### config.mk
export PLATFORM = sky130hd
export DESIGN_NAME = keypad_decoder_flat
export DESIGN_NICKNAME = d
export VERILOG_FILES = /design/src/rtl/calc_pkg.sv /design/src/rtl/keypad_decoder_if.sv /design/src/rtl/keypad_row_scanner.sv /design/src/rtl/keypad_decoder.sv /design/src/flat_wrapper.sv
export SDC_FILE = /design/constraint.sdc
export NUM_CORES = 1
export LEC_CHECK = 0
export BUFFER_PORTS_ARGS = -buffer_cell sky130_fd_sc_hd__buf_2
export CAP_MARGIN = 10
export CORE_UTILIZATION = 50
export CTS_BUF_LIST = sky130_fd_sc_hd__clkbuf_2 sky130_fd_sc_hd__clkbuf_4 sky130_fd_sc_hd__clkbuf_8
export CTS_CLUSTER_DIAMETER = 150
export CTS_CLUSTER_SIZE = 8
export DETAILED_ROUTE_END_ITERATION = 16
export GPL_TIMING_DRIVEN = 0
export PLACE_DENSITY = 0.66
export SYNTH_ARGS = -nofsm -noshare
export SYNTH_HDL_FRONTEND = slang
export SYNTH_SLANG_ARGS = --single-unit
### constraint.sdc
create_clock -name clock -period 3.45 [get_ports clock]
set_clock_uncertainty 0.1 [all_clocks]
set_input_delay 0.69 -clock clock [delete_from_list [all_inputs] [get_ports clock]]
set_output_delay 0.69 -clock clock [all_outputs]
set_load 0.03 [all_outputs]
### src/rtl/calc_pkg.sv
// Shared definitions for the hex calculator front-end: operator codes,
// key indices, decoder FSM states and per-scan classification.
package calc_pkg;

    localparam logic [1:0] OP_ADD = 2'b00;
    localparam logic [1:0] OP_MUL = 2'b01;
    localparam logic [1:0] OP_SUB = 2'b10;

    localparam logic [4:0] KEY_ADD = 5'd16;
    localparam logic [4:0] KEY_MUL = 5'd17;
    localparam logic [4:0] KEY_SUB = 5'd18;
    localparam logic [4:0] KEY_EQ  = 5'd19;

    typedef enum logic [1:0] {
        IDLE     = 2'd0,
        DEBOUNCE = 2'd1,
        HELD     = 2'd2
    } kp_state_e;

    typedef enum logic [1:0] {
        NONE   = 2'd0,
        SINGLE = 2'd1,
        MULTI  = 2'd2
    } scan_class_e;

    function automatic logic [1:0] key_to_opcode(input logic [4:0] key);
        case (key)
            KEY_MUL: return OP_MUL;
            KEY_SUB: return OP_SUB;
            default: return OP_ADD;
        endcase
    endfunction

endpackage

### src/rtl/keypad_decoder_if.sv
// Key event bus between the keypad decoder and the operand register stage,
// plus the decoder FSM state for observation.
interface keypad_decoder_if;
    import calc_pkg::*;

    // newhex/newop/eq are single-cycle valids with no ready: the consumer must
    // take the event in the cycle it is presented; hexcode/opcode hold afterwards.
    logic       newhex;
    logic [3:0] hexcode;
    logic       newop;
    logic [1:0] opcode;
    logic       eq;
    logic       key_held;
    kp_state_e  fsm_state;

    modport master (output newhex, hexcode, newop, opcode, eq, key_held, fsm_state);
    modport slave  (input  newhex, hexcode, newop, opcode, eq, key_held, fsm_state);

endinterface

### src/rtl/keypad_row_scanner.sv
// Drives one keypad row low at a time, synchronises the columns and
// classifies each full five-row scan as NONE, SINGLE(key) or MULTI.
module keypad_row_scanner
    import calc_pkg::*;
#(
    parameter int SCAN_DIV = 1000
) (
    input  logic        clock,
    input  logic        reset,
    input  logic [3:0]  col_n_i,
    output logic [4:0]  row_n_o,
    output logic        scan_done_o,
    output scan_class_e scan_class_o,
    output logic [4:0]  scan_key_o
);

    localparam int DW = $clog2(SCAN_DIV);

    logic [DW-1:0] dwell_q, dwell_d;
    logic [2:0]    row_q, row_d;
    logic [3:0]    meta_q, sync_q;
    logic [1:0]    hits_q, hits_d;
    logic [4:0]    key_q, key_d;
    logic          done_q, done_d;
    scan_class_e   class_q, class_d;
    logic [4:0]    key_out_q, key_out_d;

    logic [3:0] row_low;
    logic [2:0] row_hits;
    logic [2:0] total;
    logic [1:0] col_idx;
    logic [4:0] key_here;
    logic       dwell_end;

    always_ff @(posedge clock) begin
        if (!reset) begin
            dwell_q   <= '0;
            row_q     <= '0;
            meta_q    <= 4'hF;
            sync_q    <= 4'hF;
            hits_q    <= '0;
            key_q     <= '0;
            done_q    <= 1'b0;
            class_q   <= NONE;
            key_out_q <= '0;
        end else begin
            dwell_q   <= dwell_d;
            row_q     <= row_d;
            meta_q    <= col_n_i;
            sync_q    <= meta_q;
            hits_q    <= hits_d;
            key_q     <= key_d;
            done_q    <= done_d;
            class_q   <= class_d;
            key_out_q <= key_out_d;
        end
    end

    assign row_low   = ~sync_q;
    assign row_hits  = 3'($countones(row_low));
    assign total     = {1'b0, hits_q} + row_hits;
    assign key_here  = {row_q, col_idx};
    assign dwell_end = (dwell_q == DW'(SCAN_DIV - 1));

    always_comb begin
        col_idx = 2'd0;
        for (int c = 3; c >= 0; c--) begin
            if (row_low[c]) col_idx = 2'(c);
        end
    end

    // Hits saturate at 2: beyond that only "more than one" matters.
    always_comb begin
        dwell_d   = dwell_q + DW'(1);
        row_d     = row_q;
        hits_d    = hits_q;
        key_d     = key_q;
        done_d    = 1'b0;
        class_d   = class_q;
        key_out_d = key_out_q;
        if (dwell_end) begin
            dwell_d = '0;
            hits_d  = (total >= 3'd2) ? 2'd2 : total[1:0];
            if (row_hits == 3'd1) key_d = key_here;
            if (row_q == 3'd4) begin
                row_d     = '0;
                done_d    = 1'b1;
                class_d   = (total == 3'd0) ? NONE : (total == 3'd1) ? SINGLE : MULTI;
                key_out_d = (row_hits == 3'd1) ? key_here : key_q;
                hits_d    = '0;
                key_d     = '0;
            end else begin
                row_d = row_q + 3'd1;
            end
        end
    end

    assign row_n_o      = ~(5'b00001 << row_q);
    assign scan_done_o  = done_q;
    assign scan_class_o = class_q;
    assign scan_key_o   = key_out_q;

endmodule

### src/rtl/keypad_decoder.sv
// Debounces scan results from the row scanner and turns each accepted press
// into one single-cycle newhex/newop/eq event.
module keypad_decoder
    import calc_pkg::*;
#(
    parameter int SCAN_DIV       = 1000,
    parameter int DEBOUNCE_SCANS = 4
) (
    input  logic              clock,
    input  logic              reset,
    input  logic [3:0]        col_n,
    output logic [4:0]        row_n,
    keypad_decoder_if.master  kp
);

    localparam int CW = $clog2(DEBOUNCE_SCANS + 1);

    logic        scan_done;
    scan_class_e scan_class;
    logic [4:0]  scan_key;

    keypad_row_scanner #(.SCAN_DIV(SCAN_DIV)) u_scanner (
        .clock        (clock),
        .reset        (reset),
        .col_n_i      (col_n),
        .row_n_o      (row_n),
        .scan_done_o  (scan_done),
        .scan_class_o (scan_class),
        .scan_key_o   (scan_key)
    );

    kp_state_e   state_q, state_d;
    logic [4:0]  cand_q, cand_d;
    logic [CW-1:0] cnt_q, cnt_d;
    logic        armed_q, armed_d;
    logic        newhex_q, newhex_d;
    logic        newop_q, newop_d;
    logic        eq_q, eq_d;
    logic [3:0]  hexcode_q, hexcode_d;
    logic [1:0]  opcode_q, opcode_d;
    logic        accept;
    logic [CW-1:0] cnt_step;
    logic        cnt_full;

    always_ff @(posedge clock) begin
        if (!reset) begin
            state_q   <= IDLE;
            cand_q    <= '0;
            cnt_q     <= '0;
            armed_q   <= 1'b0;
            newhex_q  <= 1'b0;
            newop_q   <= 1'b0;
            eq_q      <= 1'b0;
            hexcode_q <= 4'h0;
            opcode_q  <= OP_ADD;
        end else begin
            state_q   <= state_d;
            cand_q    <= cand_d;
            cnt_q     <= cnt_d;
            armed_q   <= armed_d;
            newhex_q  <= newhex_d;
            newop_q   <= newop_d;
            eq_q      <= eq_d;
            hexcode_q <= hexcode_d;
            opcode_q  <= opcode_d;
        end
    end

    assign cnt_step = cnt_q + CW'(1);
    assign cnt_full = (cnt_step == CW'(DEBOUNCE_SCANS));

    // armed_q stays low after reset until an empty scan is seen, so a key held
    // through reset is not accepted until it has been released.
    always_comb begin
        state_d = state_q;
        cand_d  = cand_q;
        cnt_d   = cnt_q;
        armed_d = armed_q;
        accept  = 1'b0;
        if (scan_done) begin
            if (scan_class == NONE) armed_d = 1'b1;
            case (state_q)
                IDLE: begin
                    if (scan_class == SINGLE && armed_q) begin
                        state_d = DEBOUNCE;
                        cand_d  = scan_key;
                        cnt_d   = CW'(1);
                    end
                end
                DEBOUNCE: begin
                    if (scan_class == SINGLE && scan_key == cand_q) begin
                        if (cnt_full) begin
                            accept  = 1'b1;
                            state_d = HELD;
                            cnt_d   = '0;
                        end else begin
                            cnt_d = cnt_step;
                        end
                    end else begin
                        state_d = IDLE;
                        cnt_d   = '0;
                    end
                end
                HELD: begin
                    if (scan_class == NONE) begin
                        if (cnt_full) begin
                            state_d = IDLE;
                            cnt_d   = '0;
                        end else begin
                            cnt_d = cnt_step;
                        end
                    end else begin
                        cnt_d = '0;
                    end
                end
                default: begin
                    state_d = IDLE;
                    cnt_d   = '0;
                end
            endcase
        end
    end

    always_comb begin
        newhex_d  = accept && (cand_q < KEY_ADD);
        newop_d   = accept && (cand_q >= KEY_ADD) && (cand_q != KEY_EQ);
        eq_d      = accept && (cand_q == KEY_EQ);
        hexcode_d = newhex_d ? cand_q[3:0] : hexcode_q;
        opcode_d  = newop_d ? key_to_opcode(cand_q) : opcode_q;
    end

    assign kp.newhex    = newhex_q;
    assign kp.hexcode   = hexcode_q;
    assign kp.newop     = newop_q;
    assign kp.opcode    = opcode_q;
    assign kp.eq        = eq_q;
    assign kp.key_held  = (state_q == HELD);
    assign kp.fsm_state = state_q;

endmodule
### src/flat_wrapper.sv
// flat-port wrapper written by rule: the top's interface ports become plain ports
module keypad_decoder_flat import calc_pkg::*;
#(
    parameter int SCAN_DIV       = 1000,
    parameter int DEBOUNCE_SCANS = 4
)
  (clock, reset, col_n, row_n, kp_newhex, kp_hexcode, kp_newop, kp_opcode, kp_eq, kp_key_held, kp_fsm_state);
  keypad_decoder_if kp_i ();
  input  logic clock;
  input  logic reset;
  input  logic [3:0] col_n;
  output logic [4:0] row_n;
  output wire logic [$bits(kp_i.newhex)-1:0] kp_newhex;
  output wire logic [$bits(kp_i.hexcode)-1:0] kp_hexcode;
  output wire logic [$bits(kp_i.newop)-1:0] kp_newop;
  output wire logic [$bits(kp_i.opcode)-1:0] kp_opcode;
  output wire logic [$bits(kp_i.eq)-1:0] kp_eq;
  output wire logic [$bits(kp_i.key_held)-1:0] kp_key_held;
  output wire logic [$bits(kp_i.fsm_state)-1:0] kp_fsm_state;
  assign kp_newhex = kp_i.newhex;
  assign kp_hexcode = kp_i.hexcode;
  assign kp_newop = kp_i.newop;
  assign kp_opcode = kp_i.opcode;
  assign kp_eq = kp_i.eq;
  assign kp_key_held = kp_i.key_held;
  assign kp_fsm_state = kp_i.fsm_state;
  keypad_decoder #(.SCAN_DIV(SCAN_DIV), .DEBOUNCE_SCANS(DEBOUNCE_SCANS)) u_core (.clock(clock), .reset(reset), .col_n(col_n), .row_n(row_n), .kp(kp_i));
endmodule
==> flow_summary.json <==
{
  "yosys_warnings": 0,
  "post_cts_resized": 0,
  "io_pins": 23,
  "port-buffer-count": 22,
  "grt_usage_pct": 18.8,
  "grt_pass1_vias": 1721,
  "hold_buffers": 0,
  "crit_type": "flip-flop to flip-flop",
  "ys_ff_latch": 56,
  "crit_required_ns": 3.58,
  "diodes": 0,
  "post_cts_buffers": 0,
  "switching_power_w": 0.000233,
  "max-vdd-ir-drop_uv": 265,
  "leakage_nw": 1.15,
  "cts_buffers": 5,
  "rows": 25,
  "synth_fp_nets": 276,
  "vias_per_cell": 5.09,
  "finalSetupTns_ns": 0,
  "root_buffer": "clkbuf_8",
  "core-area_um2": 4790,
  "clock_latency_ns": 0.30,
  "status": "finished, final reports clean",
  "die_h_um": 72.8,
  "finalPower_w": 0.00113,
  "die_w_um": 72.8,
  "path_clk_slew_ns": 0.09,
  "htree_levels": 2,
  "slew_violations": 0,
  "finalWirelength_um": 4390,
  "drt-initial-drc-count": 103,
  "synthArstFlopShare_pct": 0,
  "fill_cells": 423,
  "initial_core_util_pct": 52.3,
  "num_vias": 1803,
  "postSynthCellCount": 257,
  "finish.net_count": 305,
  "crit_fanout": 4,
  "sw_frac_of_total_pct": 20.7,
  "grt_antenna_before_repair": 0,
  "p_seq_share_pct": 58.2,
  "setup_viol": 0,
  "drt_pass1_iterations": 4,
  "syn_area_um2": 2500,
  "gp_congestion": 0.786,
  "dominantRegCellSynth": "dfxtp_1",
  "end_kind": "flip-flop",
  "hold_class": "flip-flop to flip-flop",
  "synth_top_area_share_pct": 44.8,
  "fin_crit_ns": 2.64,
  "wl_per_cell_um": 12.4,
  "cts_tree": "yes",
  "worstMarginPinSlew_ns": 0.586,
  "ant_nets": 0,
  "synth_enable_flop_cells": 0,
  "drv_cap": 0,
  "p_int_w": 0.000895,
  "layout-drive-gt1-share_pct": 16.4,
  "critPathSlowestCell": "fa_1",
  "clockPowerShare_pct": 37.7,
  "dieArea_um2": 5300,
  "synth_seq_area_share_pct": 44.8,
  "path_cells": "inv_1 > fa_1 > ha_1 > ha_1 > inv_1 > fa_1 > xor2_1 > and2_1 > nand3_1 > a21oi_1",
  "combPwrFrac_pct": 4.1,
  "place_hpwl_um": 3290,
  "fin_crit_sh_pct": 76.5,
  "synthDistinctLibCells": 51,
  "cts.sinks": 56,
  "rsz0062_at_grt": "false",
  "clockBufferDepth": 2,
  "cp.arrival_ns": 2.77,
  "area_growth_pct": 12.2,
  "hold_viol_final": 0,
  "grt_max_degree": 17,
  "startpoint_type": "flip-flop",
  "avgSynthCellArea_um2": 9.75,
  "hold_ws_ns": 0.315,
  "synth.area.top_cells": "dfxtp_1 (45%), ha_1 (5.5%), mux2i_1 (5.2%)",
  "fmax_ghz": 0.379,
  "grt_pass1_wl_um": 7750,
  "drc": 0,
  "grt_overflow": 0,
  "yosysTopAreaCell": "dfxtp_1",
  "slew_headroom_pct": 60.8,
  "power_density_nw_per_um2": 401,
  "critPathMaxStageDelay_ns": 0.48
}
## metrics by stage
step / util, % / cells / instance area [um2] / worst slack [ns]
after floorplan: - / 257 / 2500 / 0.963
after global placement: 56.4 / 346 / 2700 / 0.870
after detailed placement: 56.4 / 346 / 2700 / 0.833
after CTS: 58.7 / 354 / 2810 / 0.803
after global routing: 58.7 / 354 / 2810 / 0.629
final: 58.7 / 354 / 2810 / 0.811
## power by group through the flow
stage          registers (W)  clock network (W)  logic (W)
2_1_floorplan       0.000671                  0  0.0000337
4_1_cts             0.000657           0.000434  0.0000468
5_1_grt             0.000658           0.000459  0.0000514
3_3_place_gp        0.000672                  0  0.0000454
3_5_place_dp        0.000672                  0  0.0000463
6_report            0.000657           0.000425  0.0000461
## Yosys cell counts (all sizes together), types with 2 or more instances
cell type	n
a211oi	7
a21oi	6
a22o	4
and2	6
and3	4
buf	4
clkbuf	3
dfxtp	56
fa	2
ha	11
inv	12
mux2i	13
nand2	16
nand2b	13
nand3	8
nand4	3
nor2	34
nor2b	6
nor3	3
nor4	2
o21ai	9
o22ai	2
o31ai	2
or3	3
xnor2	9
xor2	3
## kinds of logic (layout without fill, tap and decap cells)
| group | after synthesis | after routing | synth area share (%) |
|---|---|---|---|
| buffers and inverters | 19 | 49 | 3.15 |
| DFF | 56 | 56 | 44.8 |
| AOI/OAI and AO/OA | 41 | 41 | 11.9 |
| muxes | 13 | 13 | 5.19 |
| and+or+nand+nor | 103 | 103 | 23.4 |
| adders and majority gates | 13 | 13 | 7.09 |
| xor gates and xnor gates | 12 | 12 | 4.50 |
## per-layer routing
| metal | vias up | track usage, % | routed length [um] |
|---|---|---|---|
| met5 | - | 0 | 0 |
| met4 | 0 | 4.58 | 21 |
| met3 | 2 | 4.14 | 96 |
| met2 | 18 | 30.1 | 2020 |
| met1 | 835 | 26.0 | 2250 |
| li1 | 948 | - | - |
## flip-flops by register name, indices dropped and copies added (netlist names), 2 cells and up
register and flops:
u_core.cand_q 5, u_core.cnt_q 3, u_core.kp.fsm_state 2, u_core.kp.hexcode 4
u_core.kp.opcode 2, u_core.u_scanner.dwell_q 10, u_core.u_scanner.hits_q 2, u_core.u_scanner.key_q 5
u_core.u_scanner.meta_q 4, u_core.u_scanner.row_q 3, u_core.u_scanner.scan_class_o 2, u_core.u_scanner.scan_key_o 5
u_core.u_scanner.sync_q 4
## worst max-delay path, delay by kind of cell, from the launching register on
kind            cells  cell delay, ns
fa+ha+maj           4            1.42
flops               1            0.35
simple gates        2            0.31
buf+inv             2            0.13
xor+xnor            1            0.13
compound gates      1            0.12
## worst paths after layout
path / startpoint / to / slack [ns] / cells after the start
hold reg to reg: u_core.u_scanner.meta_q[2] / u_core.u_scanner.sync_q[2] / 0.31 / 1
setup reg to reg: u_core.u_scanner.sync_q[3] / u_core.u_scanner.scan_class_o[0] / 0.81 / 10
hold / removal: u_core.u_scanner.meta_q[2] / u_core.u_scanner.sync_q[2] / 0.31 / 1
setup / recovery: u_core.u_scanner.sync_q[3] / u_core.u_scanner.scan_class_o[0] / 0.81 / 10
## placed cells by master (no fill, tap or decap), types with 3 or more instances in the layout
cell	Yosys	final
or3_1	3	3
dfxtp_1	56	56
and3_1	4	4
inv_1	12	12
xnor2_1	8	8
and2_1	6	6
a22o_1	4	4
nor2_1	34	34
mux2i_1	13	13
a21oi_1	6	6
clkbuf_8	0	5
ha_1	11	11
o21ai_0	8	8
xor2_1	3	3
nor2b_1	6	6
nand3_1	7	7
nand2b_1	13	13
a211oi_1	7	7
buf_2	2	24
nand2_1	16	16
## area by class of cell
| cell class | count | area (um2) | area share [%] |
|---|---|---|---|
| multi-input combinational | 182 | 1310 | 46.4 |
| sequential | 56 | 1120 | 39.9 |
| timing repair buffer | 22 | 110 | 3.92 |
| tap | 67 | 83.8 | 2.98 |
| clock buffer | 6 | 76.3 | 2.72 |
| inverter | 12 | 45.0 | 1.60 |
| clock inverter | 2 | 35.0 | 1.25 |
| buffer | 7 | 33.8 | 1.20 |
No activity file was read; power rests on OpenSTA's default activity.
